### src/rtl/l2_adaptor_pkg.sv
// l2_adaptor_pkg
// Shared constants, FSM state type, beat index type and the line-alignment
// helper for the L2 line adaptor (256-bit line <-> 4 x 64-bit memory burst).
// No ports.
package l2_adaptor_pkg;

  localparam int unsigned BEATS       = 4;
  localparam int unsigned BEAT_W      = 64;
  localparam int unsigned LINE_W      = 256;
  localparam int unsigned ADDR_W      = 32;
  localparam int unsigned OFFSET_BITS = 5;

  typedef logic [1:0] beat_idx_t;

  typedef enum logic [2:0] {
    StIdle,
    StRdBurst,
    StRdDone,
    StWrBurst,
    StWrDone
  } state_e;

  // Clear the byte offset within a 32-byte line.
  function automatic logic [ADDR_W-1:0] line_align(input logic [ADDR_W-1:0] addr);
    return {addr[ADDR_W-1:OFFSET_BITS], {OFFSET_BITS{1'b0}}};
  endfunction

endpackage

### src/rtl/l2_line_adaptor_if.sv
// l2_line_adaptor_if
// Bundles the L2-side line signals and the memory-side burst signals of the
// line adaptor.
//   slave  : adaptor view (takes L2 requests and memory beats, drives line,
//            completion, burst data, address and memory requests)
//   master : environment view (L2 control/datapath plus memory), the reverse
// Signals:
//   line_i/line_o (256), address_i/address_o (32), read_i, write_i, resp_o,
//   burst_i/burst_o (64), read_o, write_o, resp_i
interface l2_line_adaptor_if;
  import l2_adaptor_pkg::*;

  logic [LINE_W-1:0] line_i;
  logic [LINE_W-1:0] line_o;
  logic [ADDR_W-1:0] address_i;
  logic [ADDR_W-1:0] address_o;
  logic              read_i;
  logic              write_i;
  logic              resp_o;
  logic [BEAT_W-1:0] burst_i;
  logic [BEAT_W-1:0] burst_o;
  logic              read_o;
  logic              write_o;
  logic              resp_i;

  modport slave (
    input  line_i, address_i, read_i, write_i, burst_i, resp_i,
    output line_o, address_o, resp_o, burst_o, read_o, write_o
  );

  modport master (
    output line_i, address_i, read_i, write_i, burst_i, resp_i,
    input  line_o, address_o, resp_o, burst_o, read_o, write_o
  );

endinterface

### src/rtl/l2_beat_buffer.sv
// l2_beat_buffer
// 256-bit line register viewed as 4 x 64-bit beats.
// Ports:
//   clk, reset   : clock, synchronous active-high reset (clears the line)
//   i_line_we    : load the whole line from i_line (has priority)
//   i_line       : full line to load
//   i_beat_we    : load beat i_idx from i_beat
//   i_idx        : beat index for load and output mux
//   i_beat       : beat to load
//   o_line       : registered line
//   o_beat       : beat selected by i_idx
module l2_beat_buffer
  import l2_adaptor_pkg::*;
(
  input  logic              clk,
  input  logic              reset,
  input  logic              i_line_we,
  input  logic [LINE_W-1:0] i_line,
  input  logic              i_beat_we,
  input  beat_idx_t         i_idx,
  input  logic [BEAT_W-1:0] i_beat,
  output logic [LINE_W-1:0] o_line,
  output logic [BEAT_W-1:0] o_beat
);

  logic [BEATS-1:0][BEAT_W-1:0] r_line;

  always_ff @(posedge clk) begin
    if (reset) begin
      r_line <= '0;
    end else if (i_line_we) begin
      r_line <= i_line;
    end else if (i_beat_we) begin
      r_line[i_idx] <= i_beat;
    end
  end

  assign o_line = r_line;
  assign o_beat = r_line[i_idx];

endmodule

### src/rtl/l2_line_adaptor.sv
// l2_line_adaptor
// Memory-side end of the L2 line path. A refill collects four 64-bit beats
// into a 256-bit line; a write-back serialises a 256-bit victim line into
// four beats. Beats advance only on resp_i, so memory may stall freely.
// Ports:
//   clk, reset : clock, synchronous active-high reset
//   bus        : l2_line_adaptor_if.slave (L2 request/line + memory burst)
//   err_o      : sticky protocol-error flag, present only when the macro
//                L2_ADAPTOR_ERR_EN is defined
// Separate read and write buffers let line_o hold the last refill across
// intervening write-backs.
module l2_line_adaptor
  import l2_adaptor_pkg::*;
(
  input  logic                   clk,
  input  logic                   reset,
`ifdef L2_ADAPTOR_ERR_EN
  output logic                   err_o,
`endif
  l2_line_adaptor_if.slave       bus
);

  state_e            r_state;
  state_e            w_state_d;
  beat_idx_t         r_beat;
  logic [ADDR_W-1:0] r_addr;
  logic              w_last_beat;
  logic              w_accept;
  logic              w_rd_beat_we;
  logic              w_wr_line_we;
  logic [BEAT_W-1:0] w_wr_beat;
  logic [LINE_W-1:0] w_rd_line;
  logic [BEAT_W-1:0] w_rd_beat_unused;
  logic [LINE_W-1:0] w_wr_line_unused;
  logic              w_read_o;
  logic              w_write_o;
  logic              w_resp_o;
  logic [BEAT_W-1:0] w_burst_o;

  assign w_last_beat  = (r_beat == beat_idx_t'(BEATS - 1));
  assign w_accept     = (r_state == StIdle) && (bus.read_i || bus.write_i);
  assign w_wr_line_we = (r_state == StIdle) && bus.write_i;
  assign w_rd_beat_we = (r_state == StRdBurst) && bus.resp_i;

  // State register
  always_ff @(posedge clk) begin
    if (reset) begin
      r_state <= StIdle;
    end else begin
      r_state <= w_state_d;
    end
  end

  // Next-state logic; write wins over a simultaneous read
  always_comb begin
    w_state_d = r_state;
    unique case (r_state)
      StIdle: begin
        if (bus.write_i) begin
          w_state_d = StWrBurst;
        end else if (bus.read_i) begin
          w_state_d = StRdBurst;
        end
      end
      StRdBurst: if (bus.resp_i && w_last_beat) w_state_d = StRdDone;
      StWrBurst: if (bus.resp_i && w_last_beat) w_state_d = StWrDone;
      StRdDone:  w_state_d = StIdle;
      StWrDone:  w_state_d = StIdle;
      default:   w_state_d = StIdle;
    endcase
  end

  // Output logic
  always_comb begin
    w_read_o  = (r_state == StRdBurst);
    w_write_o = (r_state == StWrBurst);
    w_resp_o  = (r_state == StRdDone) || (r_state == StWrDone);
    w_burst_o = '0;
    if (r_state == StWrBurst) begin
      w_burst_o = w_wr_beat;
    end
  end

  // Beat counter is held at 0 in idle, so every burst starts from beat 0
  always_ff @(posedge clk) begin
    if (reset) begin
      r_beat <= '0;
    end else if (r_state == StIdle) begin
      r_beat <= '0;
    end else if (((r_state == StRdBurst) || (r_state == StWrBurst)) && bus.resp_i) begin
      r_beat <= r_beat + 1'b1;
    end
  end

  always_ff @(posedge clk) begin
    if (reset) begin
      r_addr <= '0;
    end else if (w_accept) begin
      r_addr <= line_align(bus.address_i);
    end
  end

  l2_beat_buffer u_rd_buf (
    .clk       (clk),
    .reset     (reset),
    .i_line_we (1'b0),
    .i_line    ('0),
    .i_beat_we (w_rd_beat_we),
    .i_idx     (r_beat),
    .i_beat    (bus.burst_i),
    .o_line    (w_rd_line),
    .o_beat    (w_rd_beat_unused)
  );

  l2_beat_buffer u_wr_buf (
    .clk       (clk),
    .reset     (reset),
    .i_line_we (w_wr_line_we),
    .i_line    (bus.line_i),
    .i_beat_we (1'b0),
    .i_idx     (r_beat),
    .i_beat    ('0),
    .o_line    (w_wr_line_unused),
    .o_beat    (w_wr_beat)
  );

  assign bus.line_o    = w_rd_line;
  assign bus.address_o = r_addr;
  assign bus.read_o    = w_read_o;
  assign bus.write_o   = w_write_o;
  assign bus.resp_o    = w_resp_o;
  assign bus.burst_o   = w_burst_o;

`ifdef L2_ADAPTOR_ERR_EN
  logic r_err;
  logic w_err_set;

  // Ack outside a burst, or colliding read/write requests
  assign w_err_set = (bus.resp_i && ((r_state == StIdle) || (r_state == StRdDone) ||
                                     (r_state == StWrDone))) ||
                     ((r_state == StIdle) && bus.read_i && bus.write_i);

  always_ff @(posedge clk) begin
    if (reset) begin
      r_err <= 1'b0;
    end else if (w_err_set) begin
      r_err <= 1'b1;
    end
  end

  assign err_o = r_err;
`endif

endmodule

### src/flat_wrapper.sv
// flat-port wrapper written by rule: the top's interface ports become plain ports
module l2_line_adaptor_flat import l2_adaptor_pkg::*;
  (clk, reset, bus_line_i, bus_address_i, bus_read_i, bus_write_i, bus_burst_i, bus_resp_i, bus_line_o, bus_address_o, bus_resp_o, bus_burst_o, bus_read_o, bus_write_o);
  l2_line_adaptor_if bus_i ();
  input  logic clk;
  input  logic reset;
  input wire logic [$bits(bus_i.line_i)-1:0] bus_line_i;
  input wire logic [$bits(bus_i.address_i)-1:0] bus_address_i;
  input wire logic [$bits(bus_i.read_i)-1:0] bus_read_i;
  input wire logic [$bits(bus_i.write_i)-1:0] bus_write_i;
  input wire logic [$bits(bus_i.burst_i)-1:0] bus_burst_i;
  input wire logic [$bits(bus_i.resp_i)-1:0] bus_resp_i;
  output wire logic [$bits(bus_i.line_o)-1:0] bus_line_o;
  output wire logic [$bits(bus_i.address_o)-1:0] bus_address_o;
  output wire logic [$bits(bus_i.resp_o)-1:0] bus_resp_o;
  output wire logic [$bits(bus_i.burst_o)-1:0] bus_burst_o;
  output wire logic [$bits(bus_i.read_o)-1:0] bus_read_o;
  output wire logic [$bits(bus_i.write_o)-1:0] bus_write_o;
  assign bus_i.line_i = bus_line_i;
  assign bus_i.address_i = bus_address_i;
  assign bus_i.read_i = bus_read_i;
  assign bus_i.write_i = bus_write_i;
  assign bus_i.burst_i = bus_burst_i;
  assign bus_i.resp_i = bus_resp_i;
  assign bus_line_o = bus_i.line_o;
  assign bus_address_o = bus_i.address_o;
  assign bus_resp_o = bus_i.resp_o;
  assign bus_burst_o = bus_i.burst_o;
  assign bus_read_o = bus_i.read_o;
  assign bus_write_o = bus_i.write_o;
  l2_line_adaptor u_core (.clk(clk), .reset(reset), .bus(bus_i));
endmodule
### config.mk
export PLATFORM = sky130hd
export DESIGN_NAME = l2_line_adaptor_flat
export DESIGN_NICKNAME = d
export VERILOG_FILES = /design/src/rtl/l2_adaptor_pkg.sv /design/src/rtl/l2_line_adaptor_if.sv /design/src/rtl/l2_beat_buffer.sv /design/src/rtl/l2_line_adaptor.sv /design/src/flat_wrapper.sv
export SDC_FILE = /design/constraint.sdc
export NUM_CORES = 1
export LEC_CHECK = 0
export ABC_AREA = 1
export CAP_MARGIN = 20
export CELL_PAD_IN_SITES_DETAIL_PLACEMENT = 0
export CELL_PAD_IN_SITES_GLOBAL_PLACEMENT = 1
export CORE_AREA = 4 4 277 279
export CTS_BUF_LIST = sky130_fd_sc_hd__clkbuf_16
export CTS_CLUSTER_SIZE = 40
export DETAILED_ROUTE_END_ITERATION = 16
export DIE_AREA = 0 0 281 283
export PLACE_DENSITY_LB_ADDON = 0.1
export SYNTH_ARGS = -nofsm -noshare
export SYNTH_HDL_FRONTEND = slang
export SYNTH_SLANG_ARGS = --single-unit
### constraint.sdc
create_clock -name clk -period 1.93 [get_ports clk]
set_input_delay 0.386 -clock clk [delete_from_list [all_inputs] [get_ports clk]]
set_output_delay 0.386 -clock clk [all_outputs]
set_load 0.02 [all_outputs]
==> results.md <==
* Run status: complete, but fails checks
* Violated checks: setup timing
* Initial DRC Count at 1403
* First-pass GRT wire length at 138000 um
* Switching power at roughly 8.6 mW
* Post-Synthesis Cells at 3276
* Clock Skew at approximately 0.015 ns
* Pre-Repair DR Iteration Count at 5
* Sequential Power Share at 0.419
* Top post-synthesis cells by area: dfxtp_1 (49%), nor2_1 (22%), o21ai_0 (7.9%), nand2_1 (7.1%), inv_1 (3.3%)
* CP arrival at 2.04 ns
* Most frequent CP cell: buf_12
* Final hold violations at 0
* Total of flip-flops plus latches after synthesis at approximately 540
* GPL Wtd Cong at 0.791
* Final worst path period share at 1.25
* Gr busiest metal: met2
* CP max stage delay at 0.36 ns
* Core area at 74200 um^2
* CTS Hold Bufs at 0
* Critical Path RT at 1.54 ns
* Vias per cell at 4.49
* Met1 GRT Util at 0.272
* Combinational fraction of design power at 0.174
* Layout Utilization at 0.479
* Layout cells sized above 1 at 0.152
* Leakage at 16.9 nW
* Max clock buf depth at 3
* Pwr/cell area at 852 nW/um^2
* # DRC at 0
* Via count at 22900
* CP Class: reg2out
* Clk pwr share at 0.407
* Routing usage on met2 at 0.384
* Total CTS buffers at 68
* Syn avg cell area at 6.79 um^2
* Max-Cap Viols at 0
* Number of synthesized flops with an enable pin at 0
* Top-level I/O count at 712
* Final ANT Viol Nets at 0
* Worst setup margin at -0.492 ns
* Post-DP HPWL at 66100 um
* Pin count of the biggest net entering global routing at 81
* Worst hold start: bus_line_i[80]
* Area leader, netlist: dfxtp_1
* Met3 Use GR at 0.0702
* Slew Viols, Final at 0
* DIE HEIGHT at 283 um
* GRT overflow at 0
* Unique masters post-synth at 22
* Worst-Skew Late Latency at 0.61 ns
* Initial antenna violation count at 29
* CTS tree: built
* Min Tclk post-route at 2.42 ns
* Die area at ~80000 um^2
* Vias in the first global route at 21400
* Post-synth top cells: nor2_1 (1286), dfxtp_1 (544), nand2_1 (422)
* Crit-path cells: buf_12 -> buf_4 -> buf_12 -> buf_12 -> nor2_1 -> nor2_2 -> o21ai_1 -> a21oi_2 -> buf_6
* Worst setup path start: u_core.r_beat[0]
* Final setup viols at 192
* Power Internal at 21.7 mW
* Top-count cell post-synth: nor2_1
* Final wirelength at 98800 um
* Mapped Area at 22300 um^2
* Commonest register cell after synthesis: dfxtp_1
* Drt wl/cell at 19.4 um
* Worst Hold Class: in2reg
* Worst slack, placed at -0.306 ns
* GRT Total Usage at 0.225
* RSZ-0062 raised after global routing: yes
* Post-synthesis sequential area ratio at 0.489
* Critical Path End Type: output port
* Max FO, Critical Path at 8
* Yosys warns at 0
* Switching portion of total power at 0.285
* CP Launch Type: register
* Clock transition at the registers of the reported paths at 0.06 ns
* Initial Util at 0.300
* Top delay family on crit path: buffers and inverters
* Buf/Inv on CP at 5
* Fmax achieved at 0.413 GHz
* Clock Sinks at 544
* Top cell type's share of synthesized area at 0.489
* Row count at 100
* Area grow syn2layout at 59.8%
* Clock root buffer: clkbuf_16
* FFs w/ async S/R, synth at 0
* Reg-to-reg startpoint: u_core.r_beat[0]
* Peak supply drop at 692 uV
* DIE WIDTH at 281 um
* IO buf count at between 700 and 800
* Layout Nets at 4413
* H-tree Lvls at 3
* Crit-path slowest cell: dfxtp_4
* Final total power at roughly 30 mW
[cells by family after synthesis]
family / count (synthesis) / share of synthesized area
simple gates: 1749 / 0.298
compound gates: 544 / 0.122
fa+ha+maj: 4 / 0.00225
flops: 544 / 0.489
buf+inv: 434 / 0.0874
other cells: 1 / 0.000169
[worst register-to-register path: stages (launching register included)]
cell,delay (ns)
dfxtp_4,0.38
buf_6,0.13
buf_8,0.13
buf_16,0.14
buf_6,0.11
buf_6,0.12
ha_4,0.12
nand4_1,0.14
buf_6,0.19
buf_4,0.14
clkbuf_16,0.15
buf_4,0.15
nor2_1,0.09
nor2_1,0.05
[sequential cells by signal, indices dropped and copies added (netlist names)]
| signal | count |
|---|---|
| u_core.r_beat | 2 |
| u_core.u_wr_buf.o_line | 256 |
| u_core.r_state | 3 |
| u_core.bus.address_o | 27 |
| u_core.u_rd_buf.o_line | 256 |
[area by class of cell]
cell class                      count  area, um^2
Clock buffer                       71        1780
Multi-Input combinational cell   2302       10400
Clock inverter                     51         358
Timing Repair inverter              1        20.0
Antenna cell                       14        35.0
Inverter                          204         830
Sequential cell                   544       10900
Fill cell                        7615       38600
Tap cell                          969        1210
Timing Repair Buffer              931       10000
[path summary, 6_finish.rpt]
path	depth (start not counted)	endpoint	slack [ns]
min	3	u_core.u_wr_buf.o_line[80]	0.37
min reg2reg	2	u_core.bus.address_o[16]	0.46
max	9	bus_burst_o[16]	-0.49
max reg2reg	13	u_core.u_rd_buf.o_line[95]	-0.22
[metrics by stage]
| step | setup TNS [ns] | cell area [um^2] | hold slack, ns | std cells |
|---|---|---|---|---|
| floorplan | 0 | 22300 | 0.458 | 3280 |
| global placement | -11.31 | 31100 | 0.448 | 4860 |
| detailed placement | -11.38 | 31100 | 0.452 | 4860 |
| CTS | -34.57 | 33900 | 0.323 | 5023 |
| global route | -67.40 | 35600 | 0.342 | 5079 |
| finish | -42.13 | 35600 | 0.365 | 5087 |
[routing by layer]
| metal | vias up | part of all wire |
|---|---|---|
| li1 | 11700 | - |
| met1 | 10400 | 0.41 |
| met2 | 597 | 0.49 |
| met3 | 144 | 0.073 |
| met4 | 18 | 0.026 |
| met5 | - | 0.0014 |
[layout by cell type (no fill, tap or decap), drive strengths merged]
| cell | instances |
|---|---|
| dlygate4sd2 | 283 |
| inv | 214 |
| o21ai | 448 |
| ha | 4 |
| clkdlybuf4s50 | 351 |
| nand2 | 425 |
| bufinv | 4 |
| clkinvlp | 1 |
| nand4 | 3 |
| conb | 5 |
| nor2 | 1289 |
| bufbuf | 1 |
| nand3 | 32 |
| clkbuf | 92 |
| dfxtp | 544 |
| diode | 14 |
| clkinv | 37 |
| buf | 275 |
| a21oi | 96 |
[timing repair]
action	in CTS	in global routing
endpoints found under the setup margin	362	322
pin swaps	50	71
resized for setup	728	321
gates cloned	17	27
setup buffers	25	28
[power by group through the flow]
stage / combinational (mW) / sequential [mW] / clock (mW)
floorplan: 2.41 / 13.0 / 0
global placement: 4.97 / 12.9 / 0
detailed placement: 4.99 / 12.9 / 0
CTS: 5.13 / 12.7 / 12.7
global route: 5.81 / 12.8 / 13.2
finish: 5.27 / 12.7 / 12.3
Note: power is estimated with default switching activity, not from simulation.
